### src/rtl/div_sched_x4x2_if.sv
// div_sched_x4x2_if: request/response bus between requesters and the shared divider.
//   req_valid/req_data/req_ready : per-requester dividend handshake
//   resp_valid/resp_data/resp_err/resp_ready : quotient return handshake
interface div_sched_x4x2_if #(
    parameter int N    = 64,
    parameter int NREQ = 4
);
    logic [NREQ-1:0]   req_valid;
    logic [NREQ*N-1:0] req_data;
    logic [NREQ-1:0]   req_ready;
    logic [NREQ-1:0]   resp_valid;
    logic [N-1:0]      resp_data;
    logic              resp_err;
    logic              resp_ready;
    modport master (
        output req_valid, req_data, resp_ready,
        input  req_ready, resp_valid, resp_data, resp_err
    );
    modport slave (
        input  req_valid, req_data, resp_ready,
        output req_ready, resp_valid, resp_data, resp_err
    );
endinterface

### src/rtl/div_sched_x4x2.sv
// div_sched_x4x2: round-robin shared iterative GF(2)[x] divider by (x^4 + x^2).
//   clk, rst : clock, synchronous active-high reset
//   bus      : slave side of div_sched_x4x2_if (requests in, quotient out)
//   busy     : high while dividing or holding a response
module div_sched_x4x2 #(
    parameter int N    = 64,
    parameter int NREQ = 4
) (
    input  logic               clk,
    input  logic               rst,
    div_sched_x4x2_if.slave    bus,
    output logic               busy
);
    localparam int PW = NREQ > 1 ? $clog2(NREQ) : 1;
    localparam int KW = $clog2(N / 2) > 0 ? $clog2(N / 2) : 1;
    typedef enum logic [1:0] {IDLE, ITER, RESP} state_t;
    state_t state, state_n;
    logic [PW-1:0] ptr, owner, win, idx;
    logic [N-1:0] src, q, wdata;
    logic [KW-1:0] k;
    logic err, found;
    // first requester at or after ptr, wrapping
    always_comb begin
        found = 1'b0;
        win   = '0;
        idx   = '0;
        for (int i = 0; i < NREQ; i++) begin
            idx = PW'((int'(ptr) + i) % NREQ);
            if (!found && bus.req_valid[idx]) begin
                found = 1'b1;
                win   = idx;
            end
        end
    end
    assign wdata = bus.req_data[int'(win)*N +: N];
    always_comb begin
        state_n = state;
        state_n = state == IDLE ? (found ? ITER : IDLE)
                : state == ITER ? (k == KW'(N/2 - 1) ? RESP : ITER)
                : (bus.resp_ready ? IDLE : RESP);
    end
    always_ff @(posedge clk) begin
        if (rst) state <= IDLE;
        else     state <= state_n;
    end
    // q accumulates p' << 2k: one shifted copy of the dividend per cycle
    always_ff @(posedge clk) begin
        if (rst) begin
            ptr   <= '0;
            owner <= '0;
            src   <= '0;
            q     <= '0;
            k     <= '0;
            err   <= 1'b0;
        end else if (state == IDLE && found) begin
            src   <= wdata >> 2;
            q     <= '0;
            k     <= '0;
            err   <= |wdata[1:0];
            owner <= win;
            ptr   <= win == PW'(NREQ - 1) ? '0 : win + 1'b1;
        end else if (state == ITER) begin
            q   <= q ^ src;
            src <= src << 2;
            k   <= k + 1'b1;
        end
    end
    assign bus.req_ready  = (state == IDLE && found) ? NREQ'(1) << win : '0;
    assign bus.resp_valid = state == RESP ? NREQ'(1) << owner : '0;
    assign bus.resp_data  = q;
    assign bus.resp_err   = err;
    assign busy           = state != IDLE;
endmodule

### src/flat_wrapper.sv
// flat-port wrapper written by rule: the top's interface ports become plain ports
module div_sched_x4x2_flat 
#(
    parameter int N    = 64,
    parameter int NREQ = 4
)
  (clk, rst, busy, bus_req_valid, bus_req_data, bus_resp_ready, bus_req_ready, bus_resp_valid, bus_resp_data, bus_resp_err);
  div_sched_x4x2_if #(.N(N), .NREQ(NREQ)) bus_i ();
  input  logic clk;
  input  logic rst;
  output logic busy;
  input wire logic [$bits(bus_i.req_valid)-1:0] bus_req_valid;
  input wire logic [$bits(bus_i.req_data)-1:0] bus_req_data;
  input wire logic [$bits(bus_i.resp_ready)-1:0] bus_resp_ready;
  output wire logic [$bits(bus_i.req_ready)-1:0] bus_req_ready;
  output wire logic [$bits(bus_i.resp_valid)-1:0] bus_resp_valid;
  output wire logic [$bits(bus_i.resp_data)-1:0] bus_resp_data;
  output wire logic [$bits(bus_i.resp_err)-1:0] bus_resp_err;
  assign bus_i.req_valid = bus_req_valid;
  assign bus_i.req_data = bus_req_data;
  assign bus_i.resp_ready = bus_resp_ready;
  assign bus_req_ready = bus_i.req_ready;
  assign bus_resp_valid = bus_i.resp_valid;
  assign bus_resp_data = bus_i.resp_data;
  assign bus_resp_err = bus_i.resp_err;
  div_sched_x4x2 #(.N(N), .NREQ(NREQ)) u_core (.clk(clk), .rst(rst), .bus(bus_i), .busy(busy));
endmodule
### config.mk
export PLATFORM = sky130hd
export DESIGN_NAME = div_sched_x4x2_flat
export DESIGN_NICKNAME = d
export VERILOG_FILES = /design/src/rtl/div_sched_x4x2_if.sv /design/src/rtl/div_sched_x4x2.sv /design/src/flat_wrapper.sv
export SDC_FILE = /design/constraint.sdc
export NUM_CORES = 1
export LEC_CHECK = 0
export CORE_AREA = 2 2 146 148
export DETAILED_ROUTE_END_ITERATION = 10
export DIE_AREA = 0 0 148 150
export DONT_BUFFER_PORTS = 1
export GPL_TIMING_DRIVEN = 1
export PLACE_DENSITY = 0.54
export SLEW_MARGIN = 20
export SYNTH_ARGS = -nofsm -noshare
export SYNTH_HDL_FRONTEND = slang
export SYNTH_SLANG_ARGS = --single-unit
### constraint.sdc
create_clock -name clk -period 1.91 [get_ports clk]
set_input_delay 0.2865 -clock clk [delete_from_list [all_inputs] [get_ports clk]]
set_output_delay 0.2865 -clock clk [all_outputs]
set_load 0.05 [all_outputs]
# ---- Yosys cells after proc, flatten, opt, wreduce, memory -nomap -nowiden
# Index checks and enable logic that the tools add are counted.
dict set report totals {
  ramBits 0
  regBits 140
  romBits 0
  memories 0
  latchBits 0
}
dict set report classes {
  n_bitwise 1
  shifts 3
  n_reduce_logical 12
  n_eq_ne 4
  muxes 26
  magnitude_cmp 4
  multipliers 0
  add_sub_neg 5
  div 0
}
# cell n
set ops {}
lappend ops {{variable part select 256 x 9 -> 64 bit} 1}
lappend ops {{two-way mux 62 bit} 2}
lappend ops {{bitwise XOR 64 bit} 1}
lappend ops {{two-way mux 2 bit} 9}
lappend ops {{< comparator 2 x 3 -> 1 bit, second input constant} 4}
lappend ops {{two-way mux 1 bit} 9}
lappend ops {{binary-select mux 1 bit (select 2 bit)} 4}
lappend ops {{two-way mux 4 bit} 2}
lappend ops {{left shift 1 x 2 -> 4 bit, first input constant} 2}
lappend ops {{adder 5 x 1 -> 5 bit, second input constant} 1}
lappend ops {{equality test 5 bit, second input constant} 1}
lappend ops {{adder 2 x 1 -> 2 bit, second input constant} 2}
lappend ops {{adder 2 bit, second input constant} 2}
lappend ops {{equality test 2 bit, second input constant} 2}
lappend ops {{logical AND 1 bit} 4}
lappend ops {{nonzero test 2 bit} 2}
lappend ops {{OR reduction 2 bit} 2}
lappend ops {{zero test 1 bit} 3}
lappend ops {{equality test 2 x 1 -> 1 bit, second input constant} 1}
lappend ops {{zero test 2 bit} 1}

# ---- Logic depth before layout (Yosys ltp)
# Gate-level depths: netlist of run 1.
dict set report depth {
  word_depth 14
  depth_mapped 8
}

# ---- Worst setup path before layout of run 1
# No wires, ideal clock.
dict set report synth_timing {
  path_type {register to output}
  startpoint {register u_core.state[0]}
  endpoint {output port bus_resp_valid[0]}
  t_arrival_ns 2.051
  setup_slack_ns -0.427
  stages_incl_launch_ff 3
  path_buffers 1
  path_cell_list {dfxtp_1 buf_2 nor4b_1}
}
dict set report synth_between {
  elab_chain_cells 2
}
# element line
set synth_rtl {}
lappend synth_rtl {{from (decl)} div_sched_x4x2.sv:17} ;# state_t state, state_n;
lappend synth_rtl {{from (signal assigned)} div_sched_x4x2.sv:44} ;# else state <= state_n;
lappend synth_rtl {{equality test 2 bit} div_sched_x4x2.sv:69} ;# assign bus.resp_valid = state == RESP ? NREQ'(1) << owner : '0;
lappend synth_rtl {{two-way mux 4 bit} div_sched_x4x2.sv:69}
lappend synth_rtl {{to (decl)} flat_wrapper.sv:16} ;# output wire logic [$bits(bus_i.resp_valid)-1:0] bus_resp_valid;
# No other way between the ends.

# ---- Worst setup path after layout of run 1
dict set report layout_timing {
  startpoint {register u_core.ptr[1]}
  endpoint {output port bus_req_ready[3]}
}
dict set report layout_between {
  elab_chain_cells 14
}
# element line
set layout_rtl {}
lappend layout_rtl {{from (decl)} div_sched_x4x2.sv:18} ;# logic [PW-1:0] ptr, owner, win, idx;
lappend layout_rtl {{from (signal assigned)} div_sched_x4x2.sv:61} ;# ptr <= win == PW'(NREQ - 1) ? '0 : win + 1'b1;
lappend layout_rtl {{branches (longest 13 deep; another with adder 2 x 1 -> 2 bit)} -}
lappend layout_rtl {{two-way mux 4 bit (*)} div_sched_x4x2.sv:68} ;# assign bus.req_ready = (state == IDLE && found) ? NREQ'(1) << win : '0;
lappend layout_rtl {{to (decl)} flat_wrapper.sv:15} ;# output wire logic [$bits(bus_i.req_ready)-1:0] bus_req_ready;
# Every way passes the cells marked *. The select of a mux whose other input is x is not followed.

==> results of run 1 <==
==> layer usage <==
| metal | share of wire, % | vias to the layer above | global-route usage (%) |
|---|---|---|---|
| met5 | 0.15 | - | 0 |
| met4 | 2.2 | 6 | 7.86 |
| met3 | 6.6 | 42 | 7.04 |
| met2 | 48 | 225 | 37.9 |
| met1 | 43 | 3337 | 28.3 |
| li1 | - | 3310 | - |
==> what timing repair did <==
action | CTS | global route
gates resized for setup | 40 | 82
gates cloned | 4 | 5
endpoints found under the setup margin | 44 | 68
hold buffers | 1 | 0
hold endpoints to repair | 68 | 0
buffers inserted | 9 | 7
pin swaps | 5 | 51
==> cell families after synthesis <==
logic type,after synthesis
AND/OR/NAND/NOR,307
AO/OA/AOI/OAI,271
buffers and inverters,95
flip-flops,140
adder cells (fa/ha/maj),6
XOR/XNOR,67
==> flip-flops by register name, summed over array words and instances (netlist names) <==
register / cells
u_core.ptr: 2
u_core.k: 5
u_core.src: 64
u_core.state: 2
u_core.bus.resp_err: 1
u_core.bus.resp_data: 64
u_core.owner: 2
==> area by class of cell <==
| type | instances | area, um2 | share of cell area, % |
|---|---|---|---|
| inverter | 5 | 38.8 | 0.386 |
| timing repair buffer | 80 | 1110 | 11.0 |
| tap | 275 | 344 | 3.42 |
| clock inverter | 13 | 154 | 1.53 |
| clock buffer | 19 | 453 | 4.51 |
| multi-input combinational | 651 | 5130 | 51.1 |
| antenna | 5 | 12.5 | 0.124 |
| sequential | 140 | 2810 | 27.9 |
==> final timing paths <==
| check | slack, ns | from | depth (start not counted) | end |
|---|---|---|---|---|
| max | -0.33 | u_core.ptr[1]$_SDFFE_PP0P_ | 5 | bus_req_ready[3] |
| min | 0.06 | rst | 2 | u_core.src[54]$_SDFFE_PP0P_ |
| max reg2reg | -0.20 | u_core.ptr[1]$_SDFFE_PP0P_ | 7 | u_core.src[55]$_SDFFE_PP0P_ |
| min reg2reg | 0.46 | u_core.k[4]$_SDFFE_PP0P_ | 2 | u_core.k[4]$_SDFFE_PP0P_ |
==> metrics by stage <==
| stage | total power, uW | TNS, ns | hold WS (ns) |
|---|---|---|---|
| 2_1_floorplan | 5400 | -1.70 | 0.437 |
| 3_3_place_gp | 5880 | -0.315 | 0.369 |
| 3_5_place_dp | 5890 | -0.978 | 0.370 |
| 4_1_cts | 9650 | -11.55 | 0.0317 |
| 5_1_grt | 10500 | -12.78 | 0.0646 |
| 6_report | 10000 | -8.16 | 0.0608 |
==> critical path: cells and delay by family, from the launching register on <==
kind	cells	cell delay (ns)
simple gates	3	0.97
flops	1	0.34
buf+inv	1	0.11
fa+ha+maj	1	0.11
==> report_power, final <==
| group | leakage (uW) | switching [uW] | internal [uW] |
|---|---|---|---|
| Combinational | 0.00233 | 1690 | 1470 |
| Clock | 0.000297 | 1380 | 2030 |
| Sequential | 0.00114 | 277 | 3190 |
==> cells in the final DEF (no fill, tap or decap), types with 3 or more instances in the layout <==
cell type / n
clkinv_4: 4
and3_2: 9
ha_4: 4
buf_16: 4
nand2_1: 81
a211oi_4: 12
a211o_1: 6
a21oi_1: 9
o32ai_1: 54
a211oi_1: 24
dfxtp_1: 138
buf_8: 3
and3_4: 5
o21ai_0: 5
nor2b_4: 4
a211oi_2: 85
a21boi_0: 59
clkbuf_16: 20
buf_4: 40
nor2_1: 73
diode_2: 5
xor2_1: 66
buf_6: 4
nand3_1: 4
buf_12: 25
inv_6: 4
and3_1: 111
o32ai_2: 5
inv_1: 3
==> flow_metrics.py, run 1 <==
metrics = {
    "status": {
        "status": "finished with violations",
        "violations": "setup timing",
    },
    "grt": {
        "grtUsageTotal_pct": 22.9,
        "grt_pass1_vias": 6813,
        "antenna_found_initial": 9,
        "grt.overflow.total": 0,
        "grt_max_degree": 86,
        "grt_pass1_wl_mm": 39.4,
    },
    "sta": {
        "timing.slew.headroom_pct": 61.3,
        "fin_ws_ns": -0.327,
        "slew_violations": 0,
        "fin_crit_sh_pct": 117,
        "clock_skew_ns": 0.0109,
        "fmax_mhz": 447,
        "worst_slew_pin_slew_ns": 0.579,
        "fin_crit_ns": 2.24,
        "rsz0062_at_grt": "yes",
        "finalSetupViolCount": 65,
        "finalHoldViolations": 0,
    },
    "synth": {
        "synth_area_um2": 8130,
        "ys.flop_type": "dfxtp_1",
        "synth_most_common_cell": "dfxtp_1",
        "synthXorXnorAreaFrac_pct": 7.22,
        "ys_seq_area_share_pct": 34.5,
        "synthCells": 886,
        "synthSimpleGateAreaFrac_pct": 19.5,
        "synth_fa_ha_area_share_pct": 0.924,
        "synth_top_family_by_area": "compound AO/OA/AOI/OAI gates",
        "yosys_warnings": 0,
        "synth_seq_cells": 140,
        "synth_mux_area_share_pct": 0,
        "synth_cell_types": 48,
        "syn_nets": 1155,
        "netlist_top_cells_area": "dfxtp_1 (34%), and3_1 (8.9%), a211oi_1 (7.8%), xor2_1 (7.1%), o32ai_1 (6.4%)",
        "synth_enable_flop_cells": 0,
        "synth_top_cell_area_share_pct": 34.5,
        "post-synth-top-area-cell": "dfxtp_1",
        "synth-compound-area-share_pct": 28.0,
        "avgSynthCellArea_um2": 9.17,
        "synthArstFlopShare_pct": 0,
        "netlist_top_cells_count": "dfxtp_1 (140), and3_1 (116), a211oi_1 (85), nand2_1 (82), nor2_1 (73)",
    },
    "pwr": {
        "p_leak_uw": 0.00377,
        "peakVddDrop_mv": 0.598,
        "p_per_area_nw_per_um2": 998,
    },
    "setup_path": {
        "cp_cell_sequence": "or4_4 -> nand2_8 -> buf_12 -> ha_4 -> and3_4",
        "cp_slowest_stage_delay_ns": 0.58,
        "end_kind": "output pin",
        "crit_type": "reg2out",
        "worstPathMaxFanout": 4,
        "cp.arrival_ns": 1.95,
        "cp-start-kind": "flip-flop",
        "required_ns": 1.62,
        "cp_slowest_cell": "or4_4",
    },
    "place": {
        "dp.cells": 1125,
        "dpl.hpwl_mm": 17.9,
        "place_ws_ns": -0.0866,
        "globalplace.congestion": 0.767,
        "place_area_um2": 8430,
        "io_buffers": 0,
    },
    "finish": {
        "syn_to_final_growth_pct": 23.7,
        "drive_above_1_share_pct": 28.2,
        "fin_cells": 1188,
        "fin_util_pct": 48.6,
        "layout.nets": 1164,
        "nFillCells": 1996,
        "final_cell_area_um2": 10100,
    },
    "detailed_routing": {
        "ant_nets": 0,
        "wire_per_inst_um": 23.0,
        "drt_iter0_drc": 341,
        "routed_wl_mm": 27.3,
        "post-route-drc-count": 0,
        "vias": 6920,
        "viasPerCell": 5.82,
        "first_pass_iters": 4,
    },
    "floorplan": {
        "die_h_um": 150,
        "rows": 53,
        "die_w_um": 148,
        "core_area_um2": 20700,
        "initial_core_util_pct": 39.3,
        "dieArea_um2": 22200,
        "io_pins": 337,
    },
    "hold_path": {
        "hp-class": "in2reg",
    },
    "clocking": {
        "clk_latency_ns": 0.42,
        "cts_tree": "done",
        "cts_made_buffers": 17,
        "htreeDepth": 4,
        "clock_path_buffers": 2,
        "root_buffer": "clkbuf_16",
        "clk_pin_slew_ns": 0.07,
        "cts_sinks": 140,
    },
    "flow_run": {
        "maxCapViolCount": 0,
    },
}
Power figures use the tool's default switching activity.
==> run 2, diff against run 1 <==
- PLACE_DENSITY: 0.54 -> 0.52
- clock period: 1.91 -> 2.3 ns (I/O delays scaled with it)
==> run 2 against run 1 <==
  * The flow still finishes with violations (setup timing)
  * Register-to-register slack better by 0.39 ns
  * Worst setup slack better by 0.31 ns
  * Via count down 4.5%
  * Design area down 11%
  * Clock power down 16%
  * Clock skew up 0.0015 ns
  * Final cell count down 2.8%
  * Core utilization down 5.2 points
  * Critical path type unchanged
==> flow_metrics.py, run 2 (synthesis gave the netlist of run 1 again) <==
metrics = {
    "finish": {
        "final_common_cell": "dfxtp_1",
        "final_cell_area_um2": 8970,
        "drive_above_1_share_pct": 17.1,
        "syn_to_final_growth_pct": 10.3,
        "final_cell_mix": "dfxtp_1 (138), and3_1 (112), a211oi_1 (85)",
        "layout.nets": 1133,
    },
    "grt": {
        "grt_max_degree": 101,
        "use_met1_pct": 27.1,
        "grt.overflow.total": 0,
        "antenna_found_initial": 4,
        "grtUsageTotal_pct": 21.6,
        "grt_use_met2_pct": 35.9,
        "grt_pass1_vias": 6493,
        "grt_pass1_wl_mm": 37.3,
        "busiest_layer": "met2",
        "globalRouteMet3Util_pct": 7.16,
    },
    "setup_path": {
        "critPathTopFamily": "simple AND/OR/NAND/NOR gates",
        "crit_type": "reg2out",
        "r2r_setup_slack_ns": 0.19,
        "worstRegToRegCells": 9,
        "worstPathMaxFanout": 5,
        "crit_buf_inv": 2,
        "cp_slowest_stage_delay_ns": 0.55,
        "required_ns": 1.96,
        "cp.arrival_ns": 1.97,
        "cp-start-kind": "flip-flop",
        "end_kind": "output pin",
        "cp_slowest_cell": "or4_4",
        "timing.rr.end": "u_core.bus.resp_err$_SDFFE_PP0P_",
        "cp_cell_sequence": "nor2b_4 -> or4_4 -> nand2_8 -> inv_6 -> ha_4 -> and3_4 -> buf_12",
        "rr_startpoint": "u_core.ptr[0]$_SDFFE_PP0P_",
    },
    "detailed_routing": {
        "wire_per_inst_um": 21.5,
        "viasPerCell": 5.72,
        "routed_wl_mm": 24.9,
        "post-route-drc-count": 0,
        "drt_iter0_drc": 241,
        "vias": 6607,
        "ant_nets": 0,
        "first_pass_iters": 4,
    },
    "pwr": {
        "netSwitchingFraction_pct": 33.0,
        "p_int_uw": 5120,
        "p_comb_share_pct": 24.7,
        "p_sw_uw": 2530,
        "p_per_area_nw_per_um2": 852,
        "p_leak_uw": 0.00339,
        "power.total_uw": 7650,
        "seq_power_share_pct": 37.7,
        "power_frac_clock_pct": 37.6,
        "peakVddDrop_mv": 0.405,
    },
    "sta": {
        "finalHoldViolations": 0,
        "fin_ws_ns": -0.0130,
        "fmax_mhz": 432,
        "setup_tns_ns": -0.0373,
        "rsz0062_at_grt": "yes",
        "clock_skew_ns": 0.0124,
        "fin_crit_sh_pct": 101,
        "worst_slew_pin_slew_ns": 0.660,
        "fin_crit_ns": 2.31,
        "slew_violations": 0,
        "finalSetupViolCount": 4,
        "timing.slew.headroom_pct": 55.8,
    },
    "place": {
        "globalplace.congestion": 0.759,
        "place_area_um2": 8180,
        "dpl.hpwl_mm": 17.0,
        "io_buffers": 0,
    },
    "clocking": {
        "cts_sinks": 140,
        "clk_latency_ns": 0.42,
        "htreeDepth": 4,
        "cts_made_buffers": 17,
        "cts_tree": "done",
        "clk_pin_slew_ns": 0.06,
        "root_buffer": "clkbuf_16",
        "clock_path_buffers": 2,
    },
    "hold_path": {
        "hp-start": "rst",
        "hp-class": "in2reg",
        "hold_end": "u_core.src[27]$_SDFFE_PP0P_",
        "hold_path_depth": 1,
    },
    "floorplan": {
        "initial_core_util_pct": 39.3,
        "dieArea_um2": 22200,
        "rows": 53,
        "die_w_um": 148,
        "die_h_um": 150,
        "io_pins": 337,
        "core_area_um2": 20700,
    },
    "status": {
        "violations": "setup timing",
        "status": "finished with violations",
    },
    "flow_run": {
        "maxCapViolCount": 0,
    },
}
-- run 2: cell types whose count changed in the layout (fill, tap and decap cells not counted), sizes merged --
cell,change
buf,-29
bufbuf,-1
clkbuf,-4
clkinv,-5
clkinvlp,+2
diode,-2
dlygate4sd3,+2
inv,+4
-- run 2: cell type report --
| type | count | area, um2 |
|---|---|---|
| sequential | 140 | 2810 |
| multi-input combinational | 651 | 4630 |
| fill | 2088 | 11700 |
| clock inverter | 14 | 171 |
| antenna | 3 | 7.51 |
| tap | 275 | 344 |
| inverter | 5 | 28.8 |
| clock buffer | 18 | 439 |
| timing repair buffer | 49 | 543 |
-- run 2: per-layer routing --
metal  wire [um]  part of all wire (%)
met3        2010                   8.1
met2       11800                    47
met4         276                   1.1
met1       10800                    43
met5          13                 0.052
-- run 2: timing repair --
item	CTS	global route
cloned	0	0
setup buffers	8	2
setup endpoints to repair	4	5
pin swaps	3	3
hold buffers	1	1
gates resized for setup	19	2
hold endpoints to repair	9	1
-- run 2: metrics by stage --
step	std cells	utilization [%]	setup slack [ns]	hold WS, ns
3_3_place_gp	1108	39.5	0.139	0.440
2_1_floorplan	886	-	-0.0210	0.437
5_1_grt	1152	43.3	-0.0694	0.00572
3_5_place_dp	1108	39.5	0.119	0.443
4_1_cts	1149	43.2	-0.0641	0.00444
6_report	1155	43.4	-0.0130	0.0285
-- run 2: power groups by stage --
stage	logic [uW]	clock network, uW	registers (uW)
floorplan	1560	0	2900
global placement	1810	0	2930
detailed placement	1810	0	2930
CTS	1900	2950	2880
global route	2070	3050	2910
finish	1890	2880	2880
-- run 2: how the worst max path moves through the flow --
stage | start | endpoint | slack, ns | cells after the start
finish | u_core.ptr[0]$_SDFFE_PP0P_ | bus_req_ready[0] | -0.01 | 7
global route | u_core.ptr[0]$_SDFFE_PP0P_ | bus_req_ready[1] | -0.07 | 8
CTS | u_core.ptr[0]$_SDFFE_PP0P_ | bus_req_ready[0] | -0.06 | 7
detailed placement | bus_req_valid[0] | u_core.src[59]$_SDFFE_PP0P_ | 0.12 | 6
global placement | bus_req_valid[0] | u_core.src[36]$_SDFFE_PP0P_ | 0.14 | 6
floorplan | u_core.state[0]$_SDFF_PP0_ | bus_resp_valid[1] | -0.02 | 2
-- run 2: worst reg2reg max path, stage by stage, from the launching register on --
cell and delay, ns:
dfxtp_2 0.35, nor2b_4 0.05, or4_4 0.55, nand2_8 0.11, inv_6 0.05, buf_4 0.13
buf_4 0.12, buf_4 0.15, o311ai_1 0.30, a311oi_1 0.14
==> edit 1, RTL diff (settings of run 2) <==
`NREQ` is set to 4 in 3 places; all go to 2.
--- a/src/rtl/div_sched_x4x2_if.sv
+++ b/src/rtl/div_sched_x4x2_if.sv
@@ -4,5 +4,5 @@
 interface div_sched_x4x2_if #(
     parameter int N    = 64,
-    parameter int NREQ = 4
+    parameter int NREQ = 2
 );
     logic [NREQ-1:0]   req_valid;
--- a/src/rtl/div_sched_x4x2.sv
+++ b/src/rtl/div_sched_x4x2.sv
@@ -5,5 +5,5 @@
 module div_sched_x4x2 #(
     parameter int N    = 64,
-    parameter int NREQ = 4
+    parameter int NREQ = 2
 ) (
     input  logic               clk,
--- a/src/flat_wrapper.sv
+++ b/src/flat_wrapper.sv
@@ -3,5 +3,5 @@
 #(
     parameter int N    = 64,
-    parameter int NREQ = 4
+    parameter int NREQ = 2
 )
   (clk, rst, busy, bus_req_valid, bus_req_data, bus_resp_ready, bus_req_ready, bus_resp_valid, bus_resp_data, bus_resp_err);
Ports: changed (resized bus_req_data, bus_req_ready, bus_req_valid and bus_resp_valid); port bits go from 337 to 203. No check against the original RTL was run, so the function may have changed too.
==> edit 1 against run 2 <==
Core utilization is 6.4 points lower; final area is 15% lower; global-route usage is 2.7 points lower; register-to-register slack better by 320 ps; sequential cell count is 2 lower; routed wire length is 13% lower; worst setup slack better by 160 ps; non-clock buffer count is 25 lower; synthesized area is 15% lower; final cell count is 11% lower.
Power is not compared: it rests on default switching activity, and its combinational part moved more than twofold at a synthesized area within 25%.
==> edit 1: results (changes against run 2) <==
[synthesis]
ys_seq_area_frac=0.3985  ; was 0.3448
netlist_top_cells_area=dfxtp_1 40%, xor2_1 8.2%, a311oi_1 7.5%  ; was dfxtp_1 34%, and3_1 8.9%, a211oi_1 7.8%
synth_compound_area_frac=0.2095  ; was 0.2795
synth_commonest_cells=138 x dfxtp_1, 71 x nor2_1, 69 x a21oi_1, 65 x nand3b_1, 65 x xor2_1  ; was 140 x dfxtp_1, 116 x and3_1, 85 x a211oi_1, 82 x nand2_1, 73 x nor2_1
synth_nets=931  ; was 1,155
synth_cell_types=36  ; was 48
synth_xor_xnor_area_share=0.08338  ; was 0.07219
synth_adder_area_share=0.003609  ; was 0.009235

[critical_path]
critPathMaxFanout=63  ; was 5

[final_layout]
drive_gt1_frac=0.08522  ; was 0.1710
layout.nets=874  ; was 1,133
num_antenna_cells=0  ; was 3

[placement]
place_congestion=0.7551  ; was 0.7592
port_buffers=0  ; unchanged
hpwl_microns=13000  ; was 17,020 microns

[global_route]
antenna_found_initial=0  ; was 4
grt_max_degree=71  ; was 101
grt_pass1_wl_microns=33400  ; was 37,290 microns
grt_pass1_vias=5900  ; was 6,493
grtUsageTotal=0.1896  ; was 0.2162

[route]
routed-via-count=6016  ; was 6,607
first_iter_violations=417  ; was 241
dr.pass1.iters=5  ; was 4
totalWireLength_microns=21560  ; was 24,850 microns

[sta]
tightest_slew_ps=753.2  ; was 660.4 ps
fin_worst_skew_ps=8.133  ; was 12.43 ps

[clock_tree]
cts_setup_buffers=0  ; was 8

[run_status]
outcome=finished, final reports clean  ; was complete, but fails checks

## edit 1: cell types whose count changed after synthesis, sizes merged, moves of 21 or more
cell,before,now
nand2,84,7
nand4,1,60
nand3,4,62
a311oi,1,60
a21oi,9,69
a211oi,121,61
buf,22,55
a21boi,59,1
and3,125,2
nand3b,1,65
clkbuf,66,45
o32ai,59,0
## edit 1: final timing paths
path	slack (ps)	startpoint	to	cells after the start
worst max-delay path	150	u_core.state[0]	bus_resp_valid[1]	3
worst min-delay path	40	rst	u_core.owner	1
worst max register to register	510	u_core.state[0]	u_core.src[50]	4
worst min register to register	460	u_core.src[63]	u_core.src[63]	2
## edit 1: repair_timing
action	4_1_cts	5_1_grt
hold buffers	2	0
resized for setup	0	0
hold endpoints to repair	61	0
## edit 1: cell families (layout without fill, tap and decap cells)
kind of cell / count (synthesis) / count (layout)
AOI/OAI and AO/OA: 205 / 205
xor gates and xnor gates: 66 / 66
adders and majority gates: 2 / 2
buffers and inverters: 107 / 62
DFF: 138 / 138
and+or+nand+nor: 278 / 278
## edit 1: area by class of cell
| cell class | count | area [sq um] |
|---|---|---|
| Multi-Input combinational cell | 551 | 3631 |
| Tap cell | 275 | 344.1 |
| Sequential cell | 138 | 2770 |
| Inverter | 7 | 26.28 |
| Fill cell | 2119 | 13050 |
| Clock inverter | 10 | 115.1 |
| Timing Repair Buffer | 24 | 277.8 |
| Clock buffer | 21 | 480.5 |
## edit 1: report_power, final
part / switching [mW] / total (mW) / leakage [nW] / internal [mW]
sequential: 0.226 / 2.76 / 1.13 / 2.53
combinational: 0.473 / 0.758 / 1.10 / 0.285
clock: 1.09 / 2.80 / 0.296 / 1.71
total: 1.79 / 6.31 / 2.52 / 4.53
## edit 1: per-stage QoR
step / utilization / power (mW) / area [sq um] / instances / setup WS, ps
final: 0.3695 / 6.312 / 7645 / 1026 / 150.3
after global routing: 0.3695 / 6.606 / 7645 / 1026 / 28.30
after CTS: 0.3695 / 6.406 / 7645 / 1026 / 139.4
after detailed placement: 0.3389 / 3.537 / 7012 / 993 / 594.8
after global placement: 0.3389 / 3.538 / 7012 / 993 / 589.8
after floorplan: - / 3.402 / 6933 / 796 / 139.0
## edit 1: metal layers
layer	GRT usage	wire length, microns	share of wire
met1	0.2609	9754	0.45
met2	0.2838	9681	0.45
met3	0.06220	1896	0.088
met4	0.05286	226	0.010
met5	0	0	0
## edit 1: worst max-delay path, cell delays in order, from the launching register on
cell and delay, ps:
dfxtp_4 460, buf_4 580, nor3_1 100, buf_4 220
==> edit 2, RTL diff (settings of run 2) <==
Without the edit above. Make the reset (`rst`) asynchronous in 2 clocked blocks. Comments in the files are not updated.
--- a/src/rtl/div_sched_x4x2.sv
+++ b/src/rtl/div_sched_x4x2.sv
@@ -40,10 +40,10 @@
                 : (bus.resp_ready ? IDLE : RESP);
     end
-    always_ff @(posedge clk) begin
+    always_ff @(posedge clk or posedge rst) begin
         if (rst) state <= IDLE;
         else     state <= state_n;
     end
     // q accumulates p' << 2k: one shifted copy of the dividend per cycle
-    always_ff @(posedge clk) begin
+    always_ff @(posedge clk or posedge rst) begin
         if (rst) begin
             ptr   <= '0;
Behaviour: differs if rst is asserted again (counterexample within 4 cycles, from zero or initial values and one cycle with rst high); with rst held inactive, the same outputs for 4 cycles.
==> edit 2 against run 2 <==
The flow finishes with violations (hold timing, setup timing); sequential cell count unchanged; worst setup slack got worse by 110 ps; final area decreased by 2.9%; via count decreased by 3.5%; first-iteration DRC count increased by 49%; synthesized area decreased by 8.3%; synthesized cell count decreased by 9.1%; routed wire length decreased by 0.33%.
Power is not compared: it rests on default switching activity, and its combinational part moved more than twofold at a synthesized area within 25%.
==> edit 2: results (changes against run 2) <==
[route]
wl_per_cell_microns=22.62  ; was 21.52 microns
wirelength_met1_microns=9803  ; was 10,780 microns
dr_wl_met3_microns=2045  ; was 2010 microns
dr.max_layer_used=met4  ; was met5
met2WireLength_microns=12480  ; was 11,770 microns
viasPerCell=5.822  ; was 5.720

[hold_path]
worstHoldPathType=input port to async pin  ; was input port to flop

[critical_path]
slowest_delay_ps=420  ; was 550 ps
cpMaxStageDelayCell=dfrtp_2  ; was or4_4
crit_arrival_ps=2080  ; was 1970 ps

[global_route]
antenna_found_initial=0  ; was 4
grtUsageTotal=0.2212  ; was 0.2162
grt_pass1_vias=6542  ; was 6,493
grt_max_degree=141  ; was 101

[final_layout]
stdcell_count=1095  ; was 1,155
num-fill-cells=2035  ; was 2,088
num_antenna_cells=0  ; was 3
drive_gt1_frac=0.1244  ; was 0.1710

[synthesis]
ys_async_sr_fraction=1.000  ; was 0
synthFlopType=dfrtp_1  ; was dfxtp_1
synth_cell_types=38  ; was 48
netlist_top_cells_area=dfrtp_1 47%, mux2i_1 12%, nand3_1 7.0%  ; was dfxtp_1 34%, and3_1 8.9%, a211oi_1 7.8%
synth_commonest_cells=140 x dfrtp_1, 104 x nand3_1, 88 x nand2_1, 86 x mux2i_1, 69 x o21ai_0  ; was 140 x dfxtp_1, 116 x and3_1, 85 x a211oi_1, 82 x nand2_1, 73 x nor2_1

[sta]
setup_violations=4  ; unchanged
hold_viol_final=8  ; was 0
whs_ps=-28.89  ; was 28.45 ps
fin_worst_skew_ps=10.59  ; was 12.43 ps
fin_ws_ps=-120.7  ; was -12.96 ps

[placement]
pre_cts_slack_ps=97.99  ; was 118.9 ps
hpwl_microns=17900  ; was 17,020 microns

[run_status]
violations=hold timing, setup timing  ; was setup timing
outcome=complete, but fails checks  ; unchanged

## edit 2: cell count changes after synthesis, moves of 66 or more
cell      delta
and3_1     -108
nand3_1    +100
dfxtp_1    -140
xor2_1      -66
mux2i_1     +86
dfrtp_1    +140
a211oi_1    -85
## edit 2: kinds of logic (layout without fill, tap and decap cells)
group | Yosys count | after routing | share of synthesized area
compound gates | 241 | 241 | 0.2050
fa+ha+maj | 6 | 6 | 0.01007
buf+inv | 101 | 116 | 0.05557
flops | 140 | 140 | 0.4701
mux | 86 | 86 | 0.1155
simple gates | 231 | 231 | 0.1437
## edit 2: final cells by class
| class | count | share of cell area |
|---|---|---|
| clock inverters | 9 | 0.01034 |
| repair buffers | 41 | 0.04797 |
| clock buffers | 21 | 0.05401 |
| flip-flops and latches | 140 | 0.4025 |
| multi-input cells | 564 | 0.4259 |
| inverters | 45 | 0.01982 |
| well taps | 275 | 0.03950 |
## edit 2: path summary, 6_finish.rpt
check                             startpoint                        to  slack [ps]  cells past startpoint
setup / recovery               u_core.ptr[1]          bus_req_ready[2]        -120                      7
hold / removal                           rst  u_core.bus.resp_data[50]         -30                      2
setup reg to reg               u_core.ptr[0]            u_core.src[12]         120                      7
hold reg to reg                  u_core.k[3]               u_core.k[3]         480                      1
max in group asynchronous                rst            u_core.src[28]        1670                      2
min in group clk           bus_req_data[161]            u_core.src[31]          80                      2
## edit 2: layer usage
layer,vias to the layer above,global-route usage
li1,2968,-
met1,3059,0.2645
met2,312,0.3891
met3,36,0.05915
met4,0,0.06810
met5,-,0
## edit 2: timing repair
item / 4_1_cts / 5_1_grt
endpoints found under the hold margin: 1 / 0
gates cloned: 0 / 0
hold buffers: 1 / 0
pin swaps: 4 / 3
setup endpoints to repair: 4 / 20
buffers inserted: 4 / 1
gates resized for setup: 13 / 12
## edit 2: report_power, final
group          switching, mW  internal, mW  total [mW]  leakage, nW
registers               2.91          3.58        6.49         1.75
logic                   2.56          1.80        4.37         1.77
clock network           1.08          1.57        2.64        0.271
## edit 2: through the flow
step,instance area [sq um],TNS [ps]
after floorplan,7467,0
after CTS,8651,-383.5
after global routing,8711,-783.9
final,8711,-371.1
after global placement,7991,0
after detailed placement,7991,0
## edit 2: worst register-to-register path: cells and delay by family (launching register included)
| family | cells | cell delay, ps |
|---|---|---|
| buffers and inverters | 2 | 580 |
| DFF | 1 | 450 |
| and+or+nand+nor | 2 | 450 |
| muxes | 1 | 330 |
| AOI/OAI and AO/OA | 2 | 240 |
